<file path="config.mk">
export PLATFORM = sky130hd
export DESIGN_NAME = fir_3to1_serializer
export DESIGN_NICKNAME = d
export VERILOG_FILES = /design/src/rtl/fir_pkg.sv /design/src/rtl/fir_triplet_fifo.sv /design/src/rtl/fir_3to1_serializer.sv
export SDC_FILE = /design/constraint.sdc
export NUM_CORES = 1
export LEC_CHECK = 0
export BUFFER_PORTS_ARGS = -buffer_cell sky130_fd_sc_hd__buf_2
export CAP_MARGIN = 30
export CORE_ASPECT_RATIO = 1.25
export CORE_MARGIN = 2
export CORE_UTILIZATION = 30
export DETAILED_ROUTE_END_ITERATION = 16
export SETUP_SLACK_MARGIN = 0.5
export SYNTH_ARGS = -nofsm -noshare
export SYNTH_HDL_FRONTEND = slang
export SYNTH_SLANG_ARGS = --single-unit
</file>
<file path="constraint.sdc">
create_clock -name clk -period 6.04 [get_ports clk]
set_clock_uncertainty 0.05 [all_clocks]
set_input_delay 0.604 -clock clk [delete_from_list [all_inputs] [get_ports clk]]
set_output_delay 0.604 -clock clk [all_outputs]
set_load 0.02 [all_outputs]
</file>
<file path="src/rtl/fir_pkg.sv">
// Shared fixed-point types and the Q2.30 -> Q1.15 round-half-up/saturate helper
// used by the FIR output stages.
package fir_pkg;

  localparam int unsigned ACC_W      = 32;
  localparam int unsigned OUT_W      = 16;
  localparam int unsigned FRAC_SHIFT = 15;

  typedef logic signed [ACC_W-1:0] acc_t;
  typedef logic signed [OUT_W-1:0] sample_t;

  typedef struct packed {
    acc_t s0;
    acc_t s1;
    acc_t s2;
  } triplet_t;

  typedef struct packed {
    logic    sat;
    sample_t data;
  } rs_t;

  typedef enum logic [1:0] {Ph0, Ph1, Ph2} phase_e;

  // Constants are one bit wider than acc_t so the rounding add cannot overflow.
  localparam logic signed [ACC_W:0] RoundC =
    {{(ACC_W + 1 - FRAC_SHIFT){1'b0}}, 1'b1, {(FRAC_SHIFT - 1){1'b0}}};
  localparam logic signed [ACC_W:0] SatMax =
    {{(ACC_W + 2 - OUT_W){1'b0}}, {(OUT_W - 1){1'b1}}};
  localparam logic signed [ACC_W:0] SatMin =
    {{(ACC_W + 2 - OUT_W){1'b1}}, {(OUT_W - 1){1'b0}}};

  function automatic rs_t round_sat(acc_t x);
    logic signed [ACC_W:0] t;
    rs_t                   r;
    t = $signed({x[ACC_W-1], x}) + RoundC;
    t = t >>> FRAC_SHIFT;
    if (t > SatMax) begin
      r.sat  = 1'b1;
      r.data = {1'b0, {(OUT_W - 1){1'b1}}};
    end else if (t < SatMin) begin
      r.sat  = 1'b1;
      r.data = {1'b1, {(OUT_W - 1){1'b0}}};
    end else begin
      r.sat  = 1'b0;
      r.data = t[OUT_W-1:0];
    end
    return r;
  endfunction

endpackage

</file>
<file path="src/rtl/fir_triplet_fifo.sv">
// Small synchronous FIFO of polyphase triplets; pointers carry one extra wrap bit
// so full and empty are told apart by the MSB compare.
module fir_triplet_fifo
  import fir_pkg::*;
#(
  parameter int unsigned Depth = 4
) (
  input  logic     clk,
  input  logic     rst_n,
  input  logic     push_i,
  input  triplet_t wdata_i,
  input  logic     pop_i,
  output triplet_t rdata_o,
  output logic     full_o,
  output logic     empty_o
);

  localparam int unsigned AddrW = $clog2(Depth);
  localparam int unsigned PtrW  = AddrW + 1;

  triplet_t            mem_q [Depth];
  logic     [PtrW-1:0] wr_ptr_q, wr_ptr_d;
  logic     [PtrW-1:0] rd_ptr_q, rd_ptr_d;
  logic                do_push, do_pop;

  assign full_o  = (wr_ptr_q[PtrW-1] != rd_ptr_q[PtrW-1]) &&
                   (wr_ptr_q[AddrW-1:0] == rd_ptr_q[AddrW-1:0]);
  assign empty_o = (wr_ptr_q == rd_ptr_q);
  assign do_push = push_i && !full_o;
  assign do_pop  = pop_i && !empty_o;
  assign rdata_o = mem_q[rd_ptr_q[AddrW-1:0]];

  always_comb begin
    wr_ptr_d = wr_ptr_q;
    rd_ptr_d = rd_ptr_q;
    if (do_push) wr_ptr_d = wr_ptr_q + PtrW'(1);
    if (do_pop)  rd_ptr_d = rd_ptr_q + PtrW'(1);
  end

  always_ff @(posedge clk or negedge rst_n) begin
    if (!rst_n) begin
      wr_ptr_q <= '0;
      rd_ptr_q <= '0;
    end else begin
      wr_ptr_q <= wr_ptr_d;
      rd_ptr_q <= rd_ptr_d;
    end
  end

  // Storage needs no reset: a slot is only read after it has been written.
  always_ff @(posedge clk) begin
    if (do_push) mem_q[wr_ptr_q[AddrW-1:0]] <= wdata_i;
  end

endmodule

</file>
<file path="src/rtl/fir_3to1_serializer.sv">
// Serialises buffered polyphase triplets (y0,y1,y2) into one rate-1 Q1.15 stream
// with round-half-up, saturation and a valid/ready output handshake.
module fir_3to1_serializer
  import fir_pkg::*;
#(
  parameter int unsigned FIFO_DEPTH = 4,
  parameter int unsigned CNT_W      = 16
) (
  input  logic             clk,
  input  logic             rst_n,
  input  logic             in_valid,
  output logic             in_ready,
  input  logic [ACC_W-1:0] y0,
  input  logic [ACC_W-1:0] y1,
  input  logic [ACC_W-1:0] y2,
  output logic             out_valid,
  input  logic             out_ready,
  output logic [OUT_W-1:0] out_data,
  output logic             out_sat,
  output logic [CNT_W-1:0] sat_count
);

  triplet_t         wr_trip;
  triplet_t         head;
  logic             fifo_full, fifo_empty;
  logic             load, pop;
  acc_t             sel_acc;
  rs_t              quant;

  phase_e           phase_q;
  logic             out_valid_q;
  logic [OUT_W-1:0] out_data_q;
  logic             out_sat_q;
  logic [CNT_W-1:0] sat_cnt_q;
  logic             out_fire;

  assign wr_trip  = '{s0: y0, s1: y1, s2: y2};
  // No pass-through: a pop in this cycle does not free a slot for this push.
  assign in_ready = !fifo_full;

  assign load     = !fifo_empty && (!out_valid_q || out_ready);
  assign pop      = load && (phase_q == Ph2);
  assign out_fire = out_valid_q && out_ready;

  fir_triplet_fifo #(
    .Depth (FIFO_DEPTH)
  ) u_fifo (
    .clk     (clk),
    .rst_n   (rst_n),
    .push_i  (in_valid),
    .wdata_i (wr_trip),
    .pop_i   (pop),
    .rdata_o (head),
    .full_o  (fifo_full),
    .empty_o (fifo_empty)
  );

  always_comb begin
    sel_acc = head.s0;
    unique case (phase_q)
      Ph1:     sel_acc = head.s1;
      Ph2:     sel_acc = head.s2;
      default: sel_acc = head.s0;
    endcase
  end

  assign quant = round_sat(sel_acc);

  always_ff @(posedge clk or negedge rst_n) begin
    if (!rst_n) begin
      phase_q     <= Ph0;
      out_valid_q <= 1'b0;
      out_data_q  <= '0;
      out_sat_q   <= 1'b0;
    end else if (load) begin
      out_valid_q <= 1'b1;
      out_data_q  <= quant.data;
      out_sat_q   <= quant.sat;
      unique case (phase_q)
        Ph0:     phase_q <= Ph1;
        Ph1:     phase_q <= Ph2;
        default: phase_q <= Ph0;
      endcase
    end else if (out_fire) begin
      // Drained: drop valid but keep the last sample on the bus.
      out_valid_q <= 1'b0;
    end
  end

  always_ff @(posedge clk or negedge rst_n) begin
    if (!rst_n) begin
      sat_cnt_q <= '0;
    end else if (out_fire && out_sat_q && (sat_cnt_q != {CNT_W{1'b1}})) begin
      sat_cnt_q <= sat_cnt_q + CNT_W'(1);
    end
  end

  assign out_valid = out_valid_q;
  assign out_data  = out_data_q;
  assign out_sat   = out_sat_q;
  assign sat_count = sat_cnt_q;

endmodule

</file>
==> reports/metrics.yaml <==
status:
  status: "finished, final reports clean"
power_and_ir_drop:
  powerDensity_nw_per_um2: 536
  leakagePower_nw: 4.43
  vdd_drop_max_uv: 245
die:
  core_area_um2: 35300
  pin_count: 135
  fp-row-count: 77
  die_w_um: 173
  dieArea_um2: 37200
  initial_core_util_pct: 30.3
  die_h_um: 215
logic_synthesis:
  synth_edf_count: 216
  yosysTopAreaCellShare_pct: 60.7
  ys_ff_latch: 258
  syn_inst: 640
  synth-async-reset-ratio_pct: 16.3
  synth_area_leaders: "edfxtp_1, dfrtp_1, mux2i_1"
  synth.cell_area_um2: 10700
  synth_ff_type: "edfxtp_1"
  synth_common_cells: "edfxtp_1, mux2i_1, dfrtp_1"
  yosysTopAreaCell: "edfxtp_1"
  synth.most_common_cell: "edfxtp_1"
  seq_area_frac_synth_pct: 70.5
  netlist-cell-type-count: 54
  avgSynthCellArea_um2: 16.7
  ys_warn_count: 0
  synthesis.nets: 751
global_route:
  grt_util_met1_pct: 14.2
  use_met2_pct: 20.9
  grt_max_degree: 55
  antenna_found_initial: 9
  globalRouteTotalUtil_pct: 11.8
  grt_pass1_vias: 5891
  use_met3_pct: 2.95
  grt_pass1_wl_um: 34400
  overflow: 0
  grt_busiest_layer: "met2"
place:
  numPlacedInstances: 1186
  io_buffers: 92
  place_congestion: 0.747
  hpwlAfterDp_um: 14200
  pre_cts_slack_ps: 1900
drt:
  drt-pass1-iter-count: 5
  vias: 5755
  wire_per_inst_um: 17.9
  routed_wirelength_um: 22200
  drt_iter0_drc: 389
  ant_nets: 0
  drcViolationCount: 0
  vias_per_cell: 4.65
timing:
  rsz0062_at_grt: "no"
  final.min_clock_period_ps: 4130
  timing.final.crit_share_pct: 68.3
  drv_slew: 0
  fin_tns_setup_ps: 0
  relSlewSlack_pct: 39.5
  finalSetupViolCount: 0
  fmax_mhz: 242
  setup_slack_ps: 1910
  whs_ps: 249
  finalHoldViolCount: 0
  worst_pin_slew_ps: 900
clock_tree:
  cts_setup_buffers: 0
  cts_resized: 0
  ctsRootBufferMaster: "clkbuf_16"
  path_clk_slew_ps: 60
  clk_path_buf_depth: 3
  cts_tree: "yes"
  ctsHtreeMaxLevel: 1
  clock-sinks: 258
  cts-buffers-inserted: 26
  clock_latency_ps: 520
worst_setup_path:
  r2r-start: "phase_q[0]"
  crit_start: "phase_q[0]"
  reg2reg_depth: 13
  crit_path_max_fanout: 12
  start_kind: "flip-flop"
  crit_required_ps: 6370
  ff2ff_setup_slack_ps: 1910
  crit_type: "reg2reg"
  arrival_ps: 4460
  cp-end-kind: "flip-flop"
  rr_endpoint: "out_data[10]"
  endpoint: "out_data[10]"
layout:
  fillers: 3416
  final_cells: 1238
  utilization_pct: 35.5
  drive_above_1_share_pct: 23.9
  final_nets: 853
  area_growth_pct: 17.0
run:
  drv_cap: 0
min_path:
  min_path_type: "in2reg"
[where the power goes]
part	total [W]	leakage [nW]	switching [W]	internal [W]
Combinational	0.00254	1.55	0.00158	0.000956
Clock	0.00154	0.403	0.000631	0.000904
Sequential	0.00262	2.48	0.000210	0.00241
[repair_timing]
item,4_1_cts,5_1_grt
endpoints found under the hold margin,0,2
hold buffers,0,1
endpoints found under the setup margin,0,0
[flip-flops by register name, indices dropped and copies added, names as in the netlist]
signal	cells
u_fifo.wr_ptr_q	3
out_valid	1
out_data	16
out_sat	1
sat_count	16
u_fifo.rd_ptr_q	3
phase_q	2
u_fifo.mem_q	216
[kinds of logic (layout without fill, tap and decap cells)]
kind of cell               count (synthesis)  count (layout)  share of synthesized area [%]
AOI/OAI and AO/OA                         99              99                           6.46
DFF                                      258             258                           70.5
and+or+nand+nor                          116             116                           5.85
muxes                                     85              85                           11.1
buffers and inverters                     39             159                           2.10
adders and majority gates                 11              11                           1.29
other                                      0               4                              0
xor gates and xnor gates                  32              32                           2.62
[placed cells by master, fill, tap and decap left out, drive strengths merged, types with 4 or more instances in the layout]
cell type and count:
mux2i 57, clkbuf 37, nand2b 5, a22oi 10
ha 11, diode 4, nand4 8, mux4 25
and2 9, o221ai 7, nor2b 4, o22ai 10
buf 101, nand2 20, nor4 5, a31o 4
xnor2 19, and3 8, clkinv 7, xor2 13
a21oi 5, edfxtp 216, o22a 11, dfrtp 42
o21ai 25, a31oi 18, nand3 9, nor2 35
inv 11
[final cells by class]
type,instances,area (µm²),area share [%]
inverters,11,41.3,0.330
multi-input cells,343,2940,23.5
repair buffers,102,551,4.40
clock inverters,9,68.8,0.550
flip-flops and latches,258,7540,60.3
well taps,474,593,4.74
diodes,4,10.0,0.0801
clock buffers,37,753,6.02
[layer usage]
| metal | part of all wire, % | wire length, µm | vias to the layer above |
|---|---|---|---|
| li1 | - | - | 2719 |
| met5 | 0.18 | 41 | - |
| met2 | 50 | 11200 | 130 |
| met3 | 5.7 | 1280 | 41 |
| met4 | 2.3 | 507 | 10 |
| met1 | 41 | 9170 | 2855 |
[per-stage QoR]
step                      total power [W]  cell area (µm²)
after floorplan                   0.00454            10700
after global placement            0.00522            11600
after detailed placement          0.00525            11600
after CTS                         0.00680            12500
after global routing              0.00713            12500
final                             0.00670            12500
[worst max-delay path: stages, from the launching register on]
cell      delay, ps
dfrtp_1         400
inv_1           100
ha_1            450
nand2b_1        500
o22ai_1         280
o31a_1          210
ha_1            200
o21ai_0          90
a31o_2          250
nor4_2          420
nand4_1         260
or3_4           450
a22oi_1         210
o22ai_1         100
[worst min-delay path by stage]
stage | cells past startpoint | slack [ps] | to | start
finish | 1 | 250 | u_fifo.mem_q[1][20] | y2[20]
global route | 1 | 220 | u_fifo.mem_q[0][19] | y2[19]
CTS | 1 | 210 | sat_count[11] | rst_n
detailed placement | 1 | 430 | sat_count[15] | sat_count[15]
global placement | 1 | 420 | u_fifo.wr_ptr_q[2] | u_fifo.wr_ptr_q[2]
floorplan | 0 | 260 | out_data[0] | rst_n
No activity file was read; power rests on OpenSTA's default activity.
